`src/rtl/sweep_pkg.sv`:
```
// Shared types and constants for the truth-table sweeper.
// SWEEP_GOLDEN_EN enables the optional golden-table check in the top.
package sweep_pkg;

  typedef enum logic [1:0] {
    IDLE  = 2'd0,
    DRIVE = 2'd1,
    DONE  = 2'd2
  } sweep_state_t;

  // Reference truth table for a 3-input NAND, indexed by vector (bit 0 = vector 000).
  localparam logic [7:0] GOLDEN_NAND3 = 8'b0111_1111;

  function automatic int clog2(input int value);
    int r;
    r = 0;
    for (int i = 0; i < 32; i++) begin
      if ((1 << r) < value) r++;
    end
    return r;
  endfunction

  // A HOLD of 1 still needs a one-bit counter.
  function automatic int cnt_width(input int hold);
    return (hold <= 1) ? 1 : clog2(hold);
  endfunction

endpackage

```
`src/rtl/sweep_hold_timer.sv`:
```
// Hold counter for the sweeper: counts 0..HOLD-1 while enabled and pulses tc
// on the last cycle of each hold, then wraps to zero.
module sweep_hold_timer
  import sweep_pkg::*;
#(
  parameter int HOLD = 10
) (
  input  logic clk,
  input  logic rst,
  input  logic clr,
  input  logic en,
  output logic tc
);

  localparam int CNT_W = cnt_width(HOLD);
  localparam logic [CNT_W-1:0] TC_VAL = CNT_W'(HOLD - 1);

  logic [CNT_W-1:0] cnt;

  assign tc = en && (cnt == TC_VAL);

  always_ff @(posedge clk) begin
    if (rst || clr) begin
      cnt <= '0;
    end else if (tc) begin
      cnt <= '0;
    end else if (en) begin
      cnt <= cnt + CNT_W'(1);
    end
  end

endmodule

```
`src/rtl/truth_table_sweeper.sv`:
```
// Exhaustive stimulus generator and response checker for a pair of small combinational DUTs.
// Define SWEEP_GOLDEN_EN to also compare y_a against the GOLDEN truth table.
module truth_table_sweeper
  import sweep_pkg::*;
#(
  parameter int N_IN = 3,
  parameter int HOLD = 10
`ifdef SWEEP_GOLDEN_EN
  ,
  parameter logic [2**N_IN-1:0] GOLDEN = GOLDEN_NAND3
`endif
) (
  input  logic            clk,
  input  logic            rst,
  input  logic            start,
  output logic [N_IN-1:0] vec,
  input  logic            y_a,
  input  logic            y_b,
  output logic            busy,
  output logic            done,
  output logic [N_IN:0]   mismatch_cnt,
  output logic            fail_valid,
  output logic [N_IN-1:0] fail_vec
);

  localparam logic [N_IN-1:0] LAST_VEC = {N_IN{1'b1}};

  sweep_state_t state;
  logic         sample;
  logic         launch;
  logic         fail;

  assign launch = start && (state != DRIVE);

`ifdef SWEEP_GOLDEN_EN
  assign fail = (y_a != y_b) || (y_a != GOLDEN[vec]);
`else
  assign fail = (y_a != y_b);
`endif

  sweep_hold_timer #(.HOLD(HOLD)) u_hold_timer (
    .clk (clk),
    .rst (rst),
    .clr (launch),
    .en  (state == DRIVE),
    .tc  (sample)
  );

  always_ff @(posedge clk) begin
    if (rst) begin
      state        <= IDLE;
      vec          <= '0;
      busy         <= 1'b0;
      done         <= 1'b0;
      mismatch_cnt <= '0;
      fail_valid   <= 1'b0;
      fail_vec     <= '0;
    end else begin
      case (state)
        IDLE, DONE: begin
          if (start) begin
            state        <= DRIVE;
            vec          <= '0;
            busy         <= 1'b1;
            done         <= 1'b0;
            mismatch_cnt <= '0;
            fail_valid   <= 1'b0;
            fail_vec     <= '0;
          end
        end
        DRIVE: begin
          if (sample) begin
            if (fail) begin
              mismatch_cnt <= mismatch_cnt + (N_IN+1)'(1);
              if (!fail_valid) begin
                fail_valid <= 1'b1;
                fail_vec   <= vec;
              end
            end
            // vec stays on the last vector once the sweep completes
            if (vec == LAST_VEC) begin
              state <= DONE;
              busy  <= 1'b0;
              done  <= 1'b1;
            end else begin
              vec <= vec + N_IN'(1);
            end
          end
        end
        default: state <= IDLE;
      endcase
    end
  end

endmodule

```
`config.mk`:
```
export PLATFORM = sky130hd
export DESIGN_NAME = truth_table_sweeper
export DESIGN_NICKNAME = d
export VERILOG_FILES = /design/src/rtl/sweep_pkg.sv /design/src/rtl/sweep_hold_timer.sv /design/src/rtl/truth_table_sweeper.sv
export SDC_FILE = /design/constraint.sdc
export NUM_CORES = 1
export LEC_CHECK = 0
export ABC_AREA = 1
export CAP_MARGIN = 20
export CELL_PAD_IN_SITES_DETAIL_PLACEMENT = 0
export CELL_PAD_IN_SITES_GLOBAL_PLACEMENT = 1
export CORE_AREA = 4 4 48 66
export CTS_CLUSTER_DIAMETER = 200
export DETAILED_ROUTE_END_ITERATION = 6
export DIE_AREA = 0 0 52 70
export GPL_ROUTABILITY_DRIVEN = 1
export PLACE_DENSITY = 0.84
export SLEW_MARGIN = 15
export SYNTH_ARGS = -nofsm -noshare
export SYNTH_HDL_FRONTEND = slang
export SYNTH_SLANG_ARGS = --single-unit
```
`constraint.sdc`:
```
create_clock -name clk -period 2.2 [get_ports clk]
set_clock_uncertainty 0.2 [all_clocks]
set_input_delay 0.44 -clock clk [delete_from_list [all_inputs] [get_ports clk]]
set_output_delay 0.44 -clock clk [all_outputs]
set_load 0.1 [all_outputs]
```
==> results of run 1 <==
==> sequential cells by signal, summed over array words and instances (netlist names) <==
register	cells
fail_valid	1
done	1
fail_vec	3
state	2
vec	3
busy	1
u_hold_timer.cnt	4
mismatch_cnt	4
==> power by group <==
| part | switching (mW) | internal [mW] | total (mW) |
|---|---|---|---|
| clock network | 0.101 | 0.0706 | 0.172 |
| logic | 0.186 | 0.0694 | 0.255 |
| registers | 0.0185 | 0.363 | 0.381 |
==> through the flow <==
step | cell area, um^2 | utilization, % | hold slack, ps
6_report | 1230 | 47.1 | 273
5_1_grt | 1230 | 47.1 | 307
4_1_cts | 1230 | 47.1 | 276
3_5_place_dp | 1210 | 46.1 | 259
3_3_place_gp | 1210 | 46.1 | 252
2_1_floorplan | 968 | - | 280
==> path summary, 6_finish.rpt <==
check        slack, ps  depth (start not counted)  endpoint  startpoint
min reg2reg        270                          2      busy        busy
max reg2reg        530                          8      done      vec[0]
min                270                          2      busy        busy
max                530                          8      done      vec[0]
==> routing by layer <==
metal / global-route usage (%) / vias to the layer above
met5: 0 / -
met4: 5.25 / 0
met3: 2.56 / 7
met2: 22.2 / 15
met1: 14.4 / 388
li1: - / 455
==> worst max-delay path, delay by kind of cell (launching register included) <==
family,cells,cell delay [ps]
adders and majority gates,2,340
and+or+nand+nor,3,360
buffers and inverters,2,100
AOI/OAI and AO/OA,1,150
DFF,1,460
==> cells in the mapped netlist (all sizes together) <==
master   n  area, um^2
nand3    6        35.0
nand2   39         164
or2      2        12.5
nor2    16        80.1
a21oi   13        65.1
nor3b    1        7.51
ha       5        62.6
o21ai    6        30.0
inv     13        48.8
nand4    3        25.0
dfxtp   19         380
xor2     2        17.5
clkbuf   1        3.75
o21bai   1        7.51
xnor2    2        17.5
buf      1        11.3
==> final cells by class <==
type / instances / area (um^2) / area share [%]
multi-input combinational: 96 / 524 / 42.5
clock buffer: 4 / 26.3 / 2.13
inverter: 13 / 48.8 / 3.96
timing repair buffer: 18 / 208 / 16.9
sequential: 19 / 380 / 30.9
tap: 36 / 45.0 / 3.65
==> cells by family (layout without fill, tap and decap cells) <==
family,after synthesis,after routing,synth area share [%]
fa+ha+maj,5,5,6.46
compound gates,20,20,10.6
xor+xnor,4,4,3.62
simple gates,67,67,33.5
buf+inv,15,35,6.59
flops,19,19,39.3
==> cell usage in the layout (no fill, tap or decap), types with 2 or more instances in the layout <==
| cell | count |
|---|---|
| nand2_4 | 2 |
| inv_1 | 12 |
| nor2_2 | 2 |
| nand4_1 | 2 |
| dfxtp_1 | 19 |
| nand3_1 | 5 |
| a21oi_1 | 13 |
| xnor2_1 | 2 |
| clkbuf_4 | 3 |
| buf_4 | 9 |
| clkdlybuf4s50_1 | 4 |
| nand2_1 | 36 |
| xor2_1 | 2 |
| o21ai_0 | 6 |
| buf_12 | 5 |
| ha_1 | 5 |
| nor2_1 | 12 |
| nor2_4 | 2 |
==> impl_metrics.yaml, run 1 <==
flow_run:
  drv_cap: 0
worst_setup_path:
  slowest_delay_ps: 460
  slowest_stage: "dfxtp_1"
  worstSetupPathType: "reg -> reg"
  end_kind: "flip-flop"
  cp_max_fo: 5
  critPathLaunchType: "flip-flop"
  path_cells: "ha_1, ha_1, inv_1, nand2_1, inv_1, nor2_1, nand2_1, a21oi_1"
  critical_path_arrival_ps: 1710
  cp_data_required_time_ps: 2230
cts:
  worstSkewPairLatency_ps: 290
  clk_transition_reported_paths_ps: 100
  cts_tree: "done"
  ctsResizeCount: 0
  h-tree-depth: 1
  cts_hold_buffers: 0
  numCtsBuffers: 3
  cts_root_buf: "clkbuf_4"
  clock_path_buffers: 2
  postCtsSetupBuffers: 0
  cts.sinks: 19
power:
  power.total_mw: 0.808
  power_density_mw_per_mm2: 656
  p_leak_nw: 0.522
  irDropWorstVdd_v: 0.000433
sta:
  slew_headroom_pct: 73.2
  setup_viol: 0
  timing.fmax_ghz: 0.597
  fin_crit_sh_pct: 76.1
  rsz0062_at_grt: "false"
  report.final.hold_viol_count: 0
  drv_slew: 0
  period_minus_slack_ps: 1670
  fin_ws_ps: 526
  tightestPinTransition_ps: 401
  tns_ps: 0
status:
  outcome: "complete, no violations"
grt:
  grt_pass1_wl_mm: 3.58
  grt_pass1_vias: 837
  grt_max_degree: 16
  grt_overflow: 0
  grt.total_usage_pct: 12.7
  antenna_found_initial: 0
floorplanning:
  dieArea_mm2: 0.00364
  num_io_pins: 18
  chipHeight_um: 70
  core-area_mm2: 0.00262
  initial_core_util_pct: 37.0
  die_x_um: 52
  rows: 22
routing:
  dr.max_layer_used: "met4"
  dr_wl_met2_mm: 1.01
  routed_wl_mm: 1.96
  drtIter0Drc: 11
  wl_met3_um: 58
  first_pass_iters: 4
  wl_met1_um: 844
  wl_per_cell_um: 10.5
  num_vias: 865
  postRouteAntennaNets: 0
  drc_errors: 0
  via_per_inst: 4.65
layout:
  instances_no_fill: 186
  insertedDiodeCount: 0
  fillCellCount: 266
  nNetsFinal: 161
  drive_gt1_share_pct: 18.7
  syn_to_final_growth_pct: 27.3
synthesis:
  netlist_instances: 130
  ys_ff_latch: 19
  synth.distinct_cells: 24
  synth_area_um2: 968
  postSynthAreaPerCell_um2: 7.45
  ys_warn_count: 0
  syn-num-nets: 140
  ys_seq_area_share_pct: 39.3
placement:
  hpwl_mm: 1.54
  dp_cells: 182
  io_buffers: 17
  pre_cts_ws_ps: 313
  place.gp.congestion: 0.867
hold_path:
  min_path_type: "reg -> reg"
No activity file was read; power rests on OpenSTA's default activity.
==> inputs of run 2 (changes only) <==
Settings changed: CORE_AREA 4 4 48 66 to 4 4 49 69, DIE_AREA 0 0 52 70 to 0 0 53 73, PLACE_DENSITY 0.84 to 0.79.
Clock period 2.2 ns to 1.65 ns, I/O delays scaled along.
==> impl_metrics.yaml, run 2 (synthesis gave the netlist of run 1 again) <==
status:
  outcome: "complete, no violations"
worst_setup_path:
  end_kind: "flip-flop"
  path_cells: "clkdlybuf4s50_1, or2_2, nand2_4, nor2_4, a21oi_1, nor2_1"
  cp_data_required_time_ps: 1600
  rr_endpoint: "mismatch_cnt[0]"
  worstSetupPathType: "in -> reg"
  worst-path-buf-inv: 1
  ff2ff_setup_slack_ps: 110
  slowest_stage: "clkdlybuf4s50_1"
  critical_path_arrival_ps: 1490
  critPathLaunchType: "input pin"
  r2r_cells: 8
  cp_max_fo: 8
  crit_start: "start"
  slowest_delay_ps: 410
  cp_num_cells: 6
  cp_top_family: "simple AND/OR/NAND/NOR gates"
  rr_startpoint: "state[0]"
  endpoint: "mismatch_cnt[0]"
cts:
  numCtsBuffers: 3
  clk_transition_reported_paths_ps: 70
  h-tree-depth: 1
  worstSkewPairLatency_ps: 260
  clock_path_buffers: 2
  cts.sinks: 19
  cts_root_buf: "clkbuf_8"
  cts_tree: "done"
routing:
  routed_wl_mm: 2.25
  drc_errors: 0
  first_pass_iters: 3
  via_per_inst: 4.69
  wl_per_cell_um: 11.7
  num_vias: 905
  postRouteAntennaNets: 0
  drtIter0Drc: 19
floorplanning:
  initial_core_util_pct: 34.7
  chipHeight_um: 73
  dieArea_mm2: 0.00387
  die_x_um: 53
  core-area_mm2: 0.00279
  num_io_pins: 18
  rows: 23
sta:
  rsz0062_at_grt: "true"
  setup_viol: 0
  slew_headroom_pct: 86.9
  tightestPinTransition_ps: 194
  report.final.hold_viol_count: 0
  drv_slew: 0
  period_minus_slack_ps: 1540
  timing.fmax_ghz: 0.647
  fin_crit_sh_pct: 93.6
  holdWs_ps: 294
layout:
  reg.largest.list: "mismatch_cnt: 4 flops, u_hold_timer.cnt: 4 flops"
  fillCellCount: 289
  syn_to_final_growth_pct: 49.4
  final_common_cell: "nand2_1"
  drive_gt1_share_pct: 30.8
  fin_util_pct: 51.8
  final_cell_mix: "36 x nand2_1, 13 x buf_12, 12 x inv_1, 12 x a21oi_1, 11 x nor2_1"
  insertedDiodeCount: 0
  nNetsFinal: 167
power:
  p_seq_share_pct: 41.1
  power_density_mw_per_mm2: 865
  switching_share_pct: 35.8
  share_comb_of_total_power_pct: 32.9
  internal_power_mw: 0.804
  irDropWorstVdd_v: 0.000520
  p_clk_share_pct: 25.9
  p_leak_nw: 0.591
  power.total_mw: 1.25
  switchingPower_mw: 0.448
flow_run:
  drv_cap: 0
grt:
  grt_pass1_vias: 883
  grt.total_usage_pct: 12.7
  grt_max_degree: 12
  antenna_found_initial: 0
  grt_overflow: 0
  grt_pass1_wl_mm: 3.74
placement:
  place.gp.congestion: 0.771
  hpwl_mm: 1.76
  io_buffers: 17
hold_path:
  min_path_type: "reg -> reg"
run 2: repair_timing:
action,CTS,global route
buffers inserted,0,3
setup endpoints to repair,0,14
gates resized for setup,0,6
hold buffers,0,0
run 2: how the worst min path moves through the flow:
| stage | startpoint | to | slack (ps) | cells after the start |
|---|---|---|---|---|
| detailed placement | vec[2] | vec[2] | 300 | 2 |
| global route | u_hold_timer.cnt[1] | u_hold_timer.cnt[1] | 340 | 2 |
| CTS | vec[2] | vec[2] | 320 | 2 |
| finish | u_hold_timer.cnt[1] | u_hold_timer.cnt[1] | 290 | 2 |
| floorplan | u_hold_timer.cnt[3] | u_hold_timer.cnt[3] | 280 | 2 |
| global placement | busy | busy | 290 | 2 |
run 2: power groups by stage:
stage          Combinational (mW)  Clock (mW)  Sequential, mW
3_5_place_dp                0.396           0           0.524
2_1_floorplan               0.131           0           0.650
3_3_place_gp                0.390           0           0.523
5_1_grt                     0.440       0.352           0.519
6_report                    0.412       0.325           0.515
4_1_cts                     0.397       0.334           0.515
run 2: cell type report:
class                           instances  area, um^2  area share, %
Sequential cell                        19         400           27.7
Inverter                               13        48.8           3.37
Clock buffer                            4        45.0           3.11
Timing Repair Buffer                   24         353           24.4
Multi-Input combinational cell         96         553           38.2
Tap cell                               37        46.3           3.20
run 2: layer usage:
metal | GRT usage, % | routed length [um] | share of wire [%]
met5 | 0 | 0 | 0
met4 | 4.83 | 38 | 1.7
met3 | 2.45 | 85 | 3.8
met2 | 22.7 | 1220 | 54
met1 | 14.5 | 905 | 40
run 2: metrics by stage:
stage               setup slack, ps  TNS (ps)  cells  area, um^2
floorplan                      6.40         0    130         998
global placement               -143     -1370    186        1360
CTS                            32.3         0    190        1410
global route                  -37.8     -76.9    193        1450
detailed placement             -149     -1620    186        1360
finish                          105         0    193        1450
run 2: worst register-to-register path, delay by kind of cell (launching register included):
family,cells,cell delay [ps]
AND/OR/NAND/NOR,5,510
AO/OA/AOI/OAI,1,140
buffers and inverters,2,230
flip-flops,1,360
